## config.mk

```make
export PLATFORM = sky130hd
export DESIGN_NAME = pipe_hazard_ctrl
export DESIGN_NICKNAME = d
export VERILOG_FILES = /design/src/rtl/pipe_hazard_ctrl.sv
export SDC_FILE = /design/constraint.sdc
export NUM_CORES = 1
export LEC_CHECK = 0
export BUFFER_PORTS_ARGS = -buffer_cell sky130_fd_sc_hd__buf_4
export CAP_MARGIN = 10
export CORE_MARGIN = 5
export CORE_UTILIZATION = 45
export CTS_CLUSTER_SIZE = 40
export DETAILED_ROUTE_END_ITERATION = 16
export GPL_TIMING_DRIVEN = 0
export PLACE_DENSITY = 0.86
export SYNTH_ARGS = -nofsm -noshare
export SYNTH_HDL_FRONTEND = slang
export SYNTH_SLANG_ARGS = --single-unit
```

## constraint.sdc

```tcl
create_clock -name clk_i -period 2.83 [get_ports clk_i]
set_input_delay 0.1415 -clock clk_i [delete_from_list [all_inputs] [get_ports clk_i]]
set_output_delay 0.1415 -clock clk_i [all_outputs]
set_load 0.02 [all_outputs]
```

## src/rtl/pipe_hazard_ctrl.sv

```systemverilog
// Stall/flush sequencer for the 5-stage pipeline: decode hazards, iterative divider,
// memory wait states and exception/eret redirect toward IF.
//
// state       | meaning
// ------------+-------------------------------------------------------------
// ST_RUN      | normal flow; only combinational hazards apply
// ST_DIV      | iterative divide occupies EX; cnt counts down to the final cycle
// ST_REDIR    | exception/eret taken while a fetch was outstanding; pend_pc waits for IF

module pipe_hazard_ctrl #(
    parameter int          DIV_CYCLES = 32,
    parameter int          CNT_W      = 6,
    parameter logic [31:0] EXC_VECTOR = 32'hBFC00380
) (
    input  logic        clk_i,
    input  logic        rst_i,
    input  logic [4:0]  id_rs_i,
    input  logic [4:0]  id_rt_i,
    input  logic        ex_rmem_i,
    input  logic [4:0]  ex_waddr_i,
    input  logic        id_branch_stall_i,
    input  logic        ex_div_start_i,
    input  logic        imem_busy_i,
    input  logic        dmem_busy_i,
    input  logic        mem_excep_i,
    input  logic        mem_eret_i,
    input  logic [31:0] cp0_epc_i,
    output logic        if_stall_o,
    output logic        id_stall_o,
    output logic        ex_stall_o,
    output logic        mem_stall_o,
    output logic        wb_stall_o,
    output logic        id_flush_o,
    output logic        ex_flush_o,
    output logic        mem_flush_o,
    output logic        wb_flush_o,
    output logic        pc_redirect_o,
    output logic [31:0] redirect_pc_o,
    output logic        div_busy_o,
    output logic        div_done_o
);

    typedef enum logic [1:0] {
        ST_RUN   = 2'd0,
        ST_DIV   = 2'd1,
        ST_REDIR = 2'd2
    } state_t;

    localparam logic [CNT_W-1:0] CNT_ONE   = CNT_W'(1);
    localparam logic [CNT_W-1:0] CNT_START = CNT_W'(DIV_CYCLES - 1);

    state_t            state, state_nxt;
    logic [CNT_W-1:0]  cnt, cnt_nxt;
    logic [31:0]       pend_pc, pend_pc_nxt;

    // bit 0 = IF ... bit 4 = WB
    logic [4:0]        stall_v, flush_v;
    logic              redirect, div_busy, div_done;
    logic [31:0]       redirect_pc;
    logic              load_use, exc_take, div_start_ok;
    logic [31:0]       exc_target;

    always_ff @(posedge clk_i or negedge rst_i) begin
        if (!rst_i) begin
            state   <= ST_RUN;
            cnt     <= '0;
            pend_pc <= '0;
        end else begin
            state   <= state_nxt;
            cnt     <= cnt_nxt;
            pend_pc <= pend_pc_nxt;
        end
    end

    always_comb begin
        stall_v      = '0;
        flush_v      = '0;
        redirect     = 1'b0;
        redirect_pc  = '0;
        div_busy     = 1'b0;
        div_done     = 1'b0;
        state_nxt    = state;
        cnt_nxt      = cnt;
        pend_pc_nxt  = pend_pc;

        load_use     = ex_rmem_i && (ex_waddr_i != 5'd0) &&
                       ((ex_waddr_i == id_rs_i) || (ex_waddr_i == id_rt_i));
        exc_take     = mem_excep_i || mem_eret_i;
        exc_target   = mem_eret_i ? cp0_epc_i : EXC_VECTOR;
        div_start_ok = (state == ST_RUN) && ex_div_start_i;

        if (exc_take) begin
            flush_v     = 5'b11110;
            redirect    = !imem_busy_i;
            redirect_pc = exc_target;
            cnt_nxt     = '0;
            if (imem_busy_i) begin
                pend_pc_nxt = exc_target;
                state_nxt   = ST_REDIR;
            end else begin
                state_nxt   = ST_RUN;
            end
        end else begin
            if (state == ST_REDIR) begin
                redirect_pc = pend_pc;
            end

            if (dmem_busy_i) begin
                stall_v = 5'b01111;
                flush_v = 5'b10000;
                // Counter keeps running under a data stall but parks on its last
                // count so the HI/LO write is not lost while EX is held.
                if (state == ST_DIV) begin
                    div_busy = 1'b1;
                    if (cnt > CNT_ONE) begin
                        cnt_nxt = cnt - CNT_ONE;
                    end
                end
            end else if (div_start_ok || ((state == ST_DIV) && (cnt != CNT_ONE))) begin
                stall_v   = 5'b00111;
                flush_v   = 5'b01000;
                div_busy  = 1'b1;
                state_nxt = ST_DIV;
                cnt_nxt   = div_start_ok ? CNT_START : (cnt - CNT_ONE);
            end else begin
                if (state == ST_DIV) begin
                    div_busy  = 1'b1;
                    div_done  = 1'b1;
                    cnt_nxt   = '0;
                    state_nxt = ST_RUN;
                end
                if (load_use || id_branch_stall_i) begin
                    stall_v = 5'b00011;
                    flush_v = 5'b00100;
                end else if (imem_busy_i) begin
                    stall_v = 5'b00001;
                    flush_v = 5'b00010;
                end else if (state == ST_REDIR) begin
                    // Fetch finally done: discard it and steer IF to the saved target.
                    flush_v   = 5'b00010;
                    redirect  = 1'b1;
                    state_nxt = ST_RUN;
                end
            end
        end
    end

    // While reset is held the outputs show the reset pattern regardless of inputs.
    assign if_stall_o    = rst_i & stall_v[0] & ~flush_v[0];
    assign id_stall_o    = rst_i & stall_v[1] & ~flush_v[1];
    assign ex_stall_o    = rst_i & stall_v[2] & ~flush_v[2];
    assign mem_stall_o   = rst_i & stall_v[3] & ~flush_v[3];
    assign wb_stall_o    = rst_i & stall_v[4] & ~flush_v[4];
    assign id_flush_o    = ~rst_i | flush_v[1];
    assign ex_flush_o    = ~rst_i | flush_v[2];
    assign mem_flush_o   = ~rst_i | flush_v[3];
    assign wb_flush_o    = ~rst_i | flush_v[4];
    assign pc_redirect_o = rst_i & redirect;
    assign redirect_pc_o = rst_i ? redirect_pc : 32'd0;
    assign div_busy_o    = rst_i & div_busy;
    assign div_done_o    = rst_i & div_done;

endmodule
```

After elaboration in Yosys (flattened, before gate mapping)
Cells that the tools add are included.
{"block": "op_classes", "addsub": 1, "n_mul": 0, "n_div": 0, "order_cmp": 1, "n_eq_ne": 8, "shifts": 0, "muxes": 43, "n_bitwise": 23, "n_reduce_logical": 14}
{"operator": "32-bit two-way mux", "count": 4}
{"operator": "6-bit two-way mux", "count": 7}
{"operator": "2-bit two-way mux", "count": 11}
{"operator": "1-bit two-way mux", "count": 14}
{"operator": "1-bit bitwise AND", "count": 12}
{"operator": "4-bit two-way mux", "count": 3}
{"operator": "5-bit == test", "count": 2}
{"operator": "5-bit two-way mux", "count": 2}
{"operator": "6-bit by 1-bit > comparator with 1-bit output (second input constant)", "count": 1}
{"operator": "3-bit two-way mux", "count": 2}
{"operator": "3-bit by 1-bit != test with 1-bit output (second input constant)", "count": 2}
{"operator": "6-bit by 1-bit != test with 1-bit output (second input constant)", "count": 1}
{"operator": "1-bit inverter", "count": 6}
{"operator": "6-bit by 1-bit subtractor with 6-bit output (second input constant)", "count": 1}
{"operator": "5-bit nonzero test", "count": 1}
{"operator": "1-bit logical AND", "count": 4}
{"operator": "1-bit logical OR", "count": 4}
{"operator": "1-bit OR", "count": 4}
{"operator": "3-bit AND reduction", "count": 1}
{"operator": "3-bit nonzero test", "count": 1}
{"operator": "2-bit by 1-bit == test with 1-bit output (second input constant)", "count": 1}
{"operator": "2-bit == test (second input constant)", "count": 1}
{"operator": "2-bit zero test", "count": 1}
{"operator": "2-bit by 1-bit != test with 1-bit output (second input constant)", "count": 1}
{"operator": "3 further kinds", "count": 3}
{"block": "totals", "ff_bits": 40, "latch_bits": 0, "mem_bits_rw": 0, "mem_bits_ro": 0, "input_bits": 56, "out_inout_bits": 44, "elab_cells": 93, "n_memories": 0}

Logic depth before layout (Yosys ltp)
{"block": "logic_depth", "depth_word": 10, "depth_mapped": 7, "depth_no_buf": 7}

Least setup slack after synthesis
No wires, ideal clock.
{"block": "synth_timing", "path_type": "flip-flop to output port", "from": "register cnt[5]", "to": "output div_done_o", "arrival_time_ps": 1770, "required_time_ps": 2689, "path_slack_ps": 918, "stages_incl_launch_ff": 6, "path_buffers": 1, "path_cell_list": "dfrtp_1 -> nor4_2 -> a31oi_1 -> a21oi_2 -> buf_4 -> nor3b_1"}
{"block": "synth_between", "elab_chain_len": 7}
{"item": "start: declaration", "line": "53", "source": "logic [CNT_W-1:0] cnt, cnt_nxt;"}
{"item": "start signal: assignment", "line": "70", "source": "cnt <= cnt_nxt;"}
{"item": "6-bit by 1-bit != test with 1-bit output", "line": "119", "source": "end else if (div_start_ok || ((state == ST_DIV) && (cnt != CNT_ONE))) begin"}
{"item": "1-bit logical AND", "line": "119"}
{"item": "1-bit logical OR", "line": "119"}
{"item": "1-bit two-way mux", "line": "119"}
{"item": "1-bit two-way mux", "line": "108", "source": "if (dmem_busy_i) begin"}
{"item": "1-bit two-way mux", "line": "92", "source": "if (exc_take) begin"}
{"item": "1-bit bitwise AND", "line": "161", "source": "assign div_done_o = rst_i & div_done;"}
{"item": "end: declaration", "line": "40", "source": "output logic div_done_o"}
Every way passes these cells.

Final worst setup path
{"block": "layout_timing", "from": "input rst_i", "to": "output redirect_pc_o[7]"}
{"block": "layout_between", "elab_chain_len": 1}
{"item": "start: declaration", "line": "16", "source": "input logic rst_i,"}
{"item": "32-bit two-way mux", "line": "159", "source": "assign redirect_pc_o = rst_i ? redirect_pc : 32'd0;"}
{"item": "end: declaration", "line": "38", "source": "output logic [31:0] redirect_pc_o,"}
Every way passes these cells.

==> summary.md <==
| Metric | Value |
|---|---|
| Distinct cells, synth | `47` |
| Post-cts sizing count | `0` |
| Synthesized flop and latch total | `40` |
| Hold path endpoint | `pend_pc[6]` |
| Die height | `83.6 µm` |
| TritonCTS clock tree | `built` |
| Root Buffer | `clkbuf_8` |
| R2r worst-path depth | `6` |
| Slew Viols, Final | `0` |
| Critical path required time | `2.69 ns` |
| Pwr Total | `1.49 mW` |
| DRC errors left | `0` |
| Post-synthesis sequential area ratio | `41.0%` |
| Switch Pwr | `0.465 mW` |
| Via-per-instance ratio | `5.76` |
| Placeable Area | `5170 µm²` |
| Routed len/inst | `16.7 µm` |
| Starting Density | `47.2%` |
| Share of layout cells above drive strength 1 | `31.8%` |
| Layout Nets | `428` |
| Post-synth EDFFs | `0` |
| Max VDD drop | `0.000286 V` |
| CP Capture Type | `primary output` |
| Reg-to-Reg End | `cnt[2]` |
| Critical path startpoint category | `input port` |
| Ant diodes | `0` |
| Slowest CP cell | `dlygate4sd3_1` |
| Synth Net Count | `324` |
| Least-Margin Pin Slew | `0.568 ns` |
| R2R setup slack | `0.93 ns` |
| Max clock buf depth | `2` |
| Final setup fails | `0` |
| Global-route wire length before repair | `12000 µm` |
| Pint | `1.03 mW` |
| Max Freq | `394 MHz` |
| Worst reg2reg startpoint | `cnt[2]` |
| Clock sink count | `40` |
| DP HPWL | `5470 µm` |
| Vias in the first global route | `2483` |
| Skew final | `0.00597 ns` |
| DR iter-0 viols | `180` |
| Die area | `6990 µm²` |
| Gr ovfl total | `0` |
| CP arrival | `2.39 ns` |
| Fin. Hold Viols | `0` |
| Clock power frac | `26.8%` |
| Max incr delay on CP | `0.53 ns` |
| Syn avg cell area | `9.17 µm²` |
| Syn Inst Count | `266` |
| Worst Hold Depth | `2` |
| Initial antenna violation count | `0` |
| CP Cell Sequence | `dlygate4sd3_1, buf_4, clkbuf_1, clkbuf_1, o21ai_0, nor2_1, buf_4` |
| Run status | `complete, no violations` |
| Net Sw Frac | `31.2%` |
| Antenna viol nets, final | `0` |
| IO Pins | `100` |
| Final setup TNS | `0 ns` |
| Worst min-delay path class | `in -> reg` |
| Combinational share of power | `28.5%` |
| GRT Total Usage | `20.3%` |
| Ys Warns | `0` |
| Fillers | `465` |
| Post-route minimum period | `2.54 ns` |
| Power Density | `445 nW/µm²` |
| Mapped cell area | `2440 µm²` |
| Final worst-path cycle share | `89.6%` |
| Die Wd | `83.6 µm` |
| Crit Path Max Fanout | `41` |
| Reg power frac | `44.7%` |
| Gpl congestion | `0.922` |
| WS Path Type | `in -> out` |
| CTS Buf Count | `5` |
| MaxCap Viol Count | `0` |
| RSZ-0062 raised after global routing | `false` |
| Area delta synth->final | `37.5%` |
| Total Wirelength | `7350 µm` |
| P_leak | `1.55 nW` |
| Asr flop ratio synth | `100%` |
| Core Rows | `26` |
| Clock slew at the register clock pins of the worst setup and hold paths | `0.08 ns` |
| Buffers on Ports | `96` |
| Max-slew headroom | `62.0%` |
| Vias | `2538` |
| Ys flop type | `dfrtp_1` |
| Hold path startpoint | `cp0_epc_i[6]` |
| Worst-Skew Late Latency | `0.29 ns` |
| DR pass1 iterations | `4` |
| Largest net degree at the start of global routing | `42` |
| H-tree levels | `2` |
-- critical path: cells and delay by family --
family                 cells  cell delay [ns]
AO/OA/AOI/OAI              1             0.14
AND/OR/NAND/NOR            1             0.17
buffers and inverters      5             1.90
-- synthesized netlist by cell type (3+ instances only) --
cell type | n | share of area, %
a22o_1 | 20 | 7.2
nand3_1 | 4 | 0.82
a22oi_1 | 23 | 7.1
a31oi_1 | 3 | 0.77
clkbuf_1 | 16 | 2.5
nand2_1 | 5 | 0.77
nor2_1 | 23 | 3.5
xnor2_1 | 6 | 2.2
inv_1 | 6 | 0.92
nor2b_1 | 21 | 5.4
a21oi_1 | 17 | 3.5
xor2_1 | 4 | 1.4
dfrtp_1 | 40 | 41
a31o_2 | 3 | 1.1
o21ai_0 | 13 | 2.7
o22a_1 | 15 | 5.4
buf_2 | 4 | 0.82
nor3_1 | 6 | 1.2
-- placed cells by master (no fill, tap or decap), types with 2 or more instances in the layout --
cell      instances
clkbuf_8          6
nand2b_1          2
inv_1             6
a31oi_1           3
ha_1              2
a311oi_1          2
nor2_1           23
a21oi_1          17
nor4_1            2
nor3_1            6
o21ai_0          13
nor3b_1           2
buf_2             4
a22oi_1          23
dfrtp_1          40
xor2_1            4
xnor2_1           6
nor2b_1          21
a31o_2            3
a21o_1            2
and2_1            2
a22o_1           20
nand3_1           4
buf_4            98
nand2_1           5
clkbuf_1         16
o22a_1           15
-- layer usage --
layer | GRT usage [%] | vias up | share of wire (%)
met1 | 25.8 | 1216 | 42
met4 | 6.58 | 0 | 1.9
met3 | 5.13 | 12 | 8.1
li1 | - | 1186 | -
met5 | 0 | - | 0
met2 | 33.8 | 124 | 48
-- flip-flops by register name (all words and copies together) (netlist names) --
signal   cells
state        2
cnt          6
pend_pc     32
-- how the worst max path moves through the flow --
| stage | from | end | slack (ns) |
|---|---|---|---|
| 3_3_place_gp | rst_i | redirect_pc_o[31] | 0.86 |
| 6_report | rst_i | redirect_pc_o[7] | 0.29 |
| 3_5_place_dp | cnt[2] | ex_flush_o | 0.76 |
| 5_1_grt | rst_i | redirect_pc_o[27] | 0.07 |
| 2_1_floorplan | cnt[5] | div_done_o | 0.92 |
| 4_1_cts | rst_i | redirect_pc_o[27] | 0.24 |
-- stage by stage --
step / util [%] / std cells / area [µm²] / hold slack [ns] / worst slack, ns
3_3_place_gp: 62.8 / 432 / 3250 / 0.153 / 0.856
4_1_cts: 64.9 / 441 / 3350 / 0.0785 / 0.243
6_report: 64.9 / 441 / 3350 / 0.0835 / 0.294
2_1_floorplan: - / 266 / 2440 / -0.154 / 0.918
3_5_place_dp: 62.8 / 432 / 3250 / 0.155 / 0.761
5_1_grt: 64.9 / 441 / 3350 / 0.0784 / 0.0674
-- cell families (layout without fill, tap and decap cells) --
group,after synthesis,after routing,synth area share (%)
AO/OA/AOI/OAI,106,106,31.7
XOR/XNOR,10,10,3.59
adder cells (fa/ha/maj),2,2,1.03
buffers and inverters,29,134,4.97
flip-flops,40,40,41.0
multiplexers,1,1,0.410
other,1,1,0.154
AND/OR/NAND/NOR,77,77,17.1
-- timing repair --
item | in CTS | in global routing
hold endpoints to repair | 40 | 0
hold buffers | 1 | 0
setup buffers | 0 | 0
-- cell type report --
cell class                 instances  area [µm²]  share of cell area, %
timing repair buffer              97         731                   21.8
clock inverter                     2        13.8                  0.410
buffer                            23        98.8                   2.95
sequential                        40        1000                   29.8
clock buffer                       6        82.6                   2.46
multi-input combinational        197        1320                   39.3
inverter                           6        22.5                  0.671
tap                               70        87.6                   2.61
-- power by group through the flow --
stage | sequential, mW | combinational [mW] | clock [mW]
after floorplan | 0.666 | 0.246 | 0
after global placement | 0.672 | 0.413 | 0
after global routing | 0.674 | 0.463 | 0.433
final | 0.667 | 0.425 | 0.400
after CTS | 0.665 | 0.428 | 0.408
after detailed placement | 0.675 | 0.426 | 0
(Power assumes the default switching activity.)
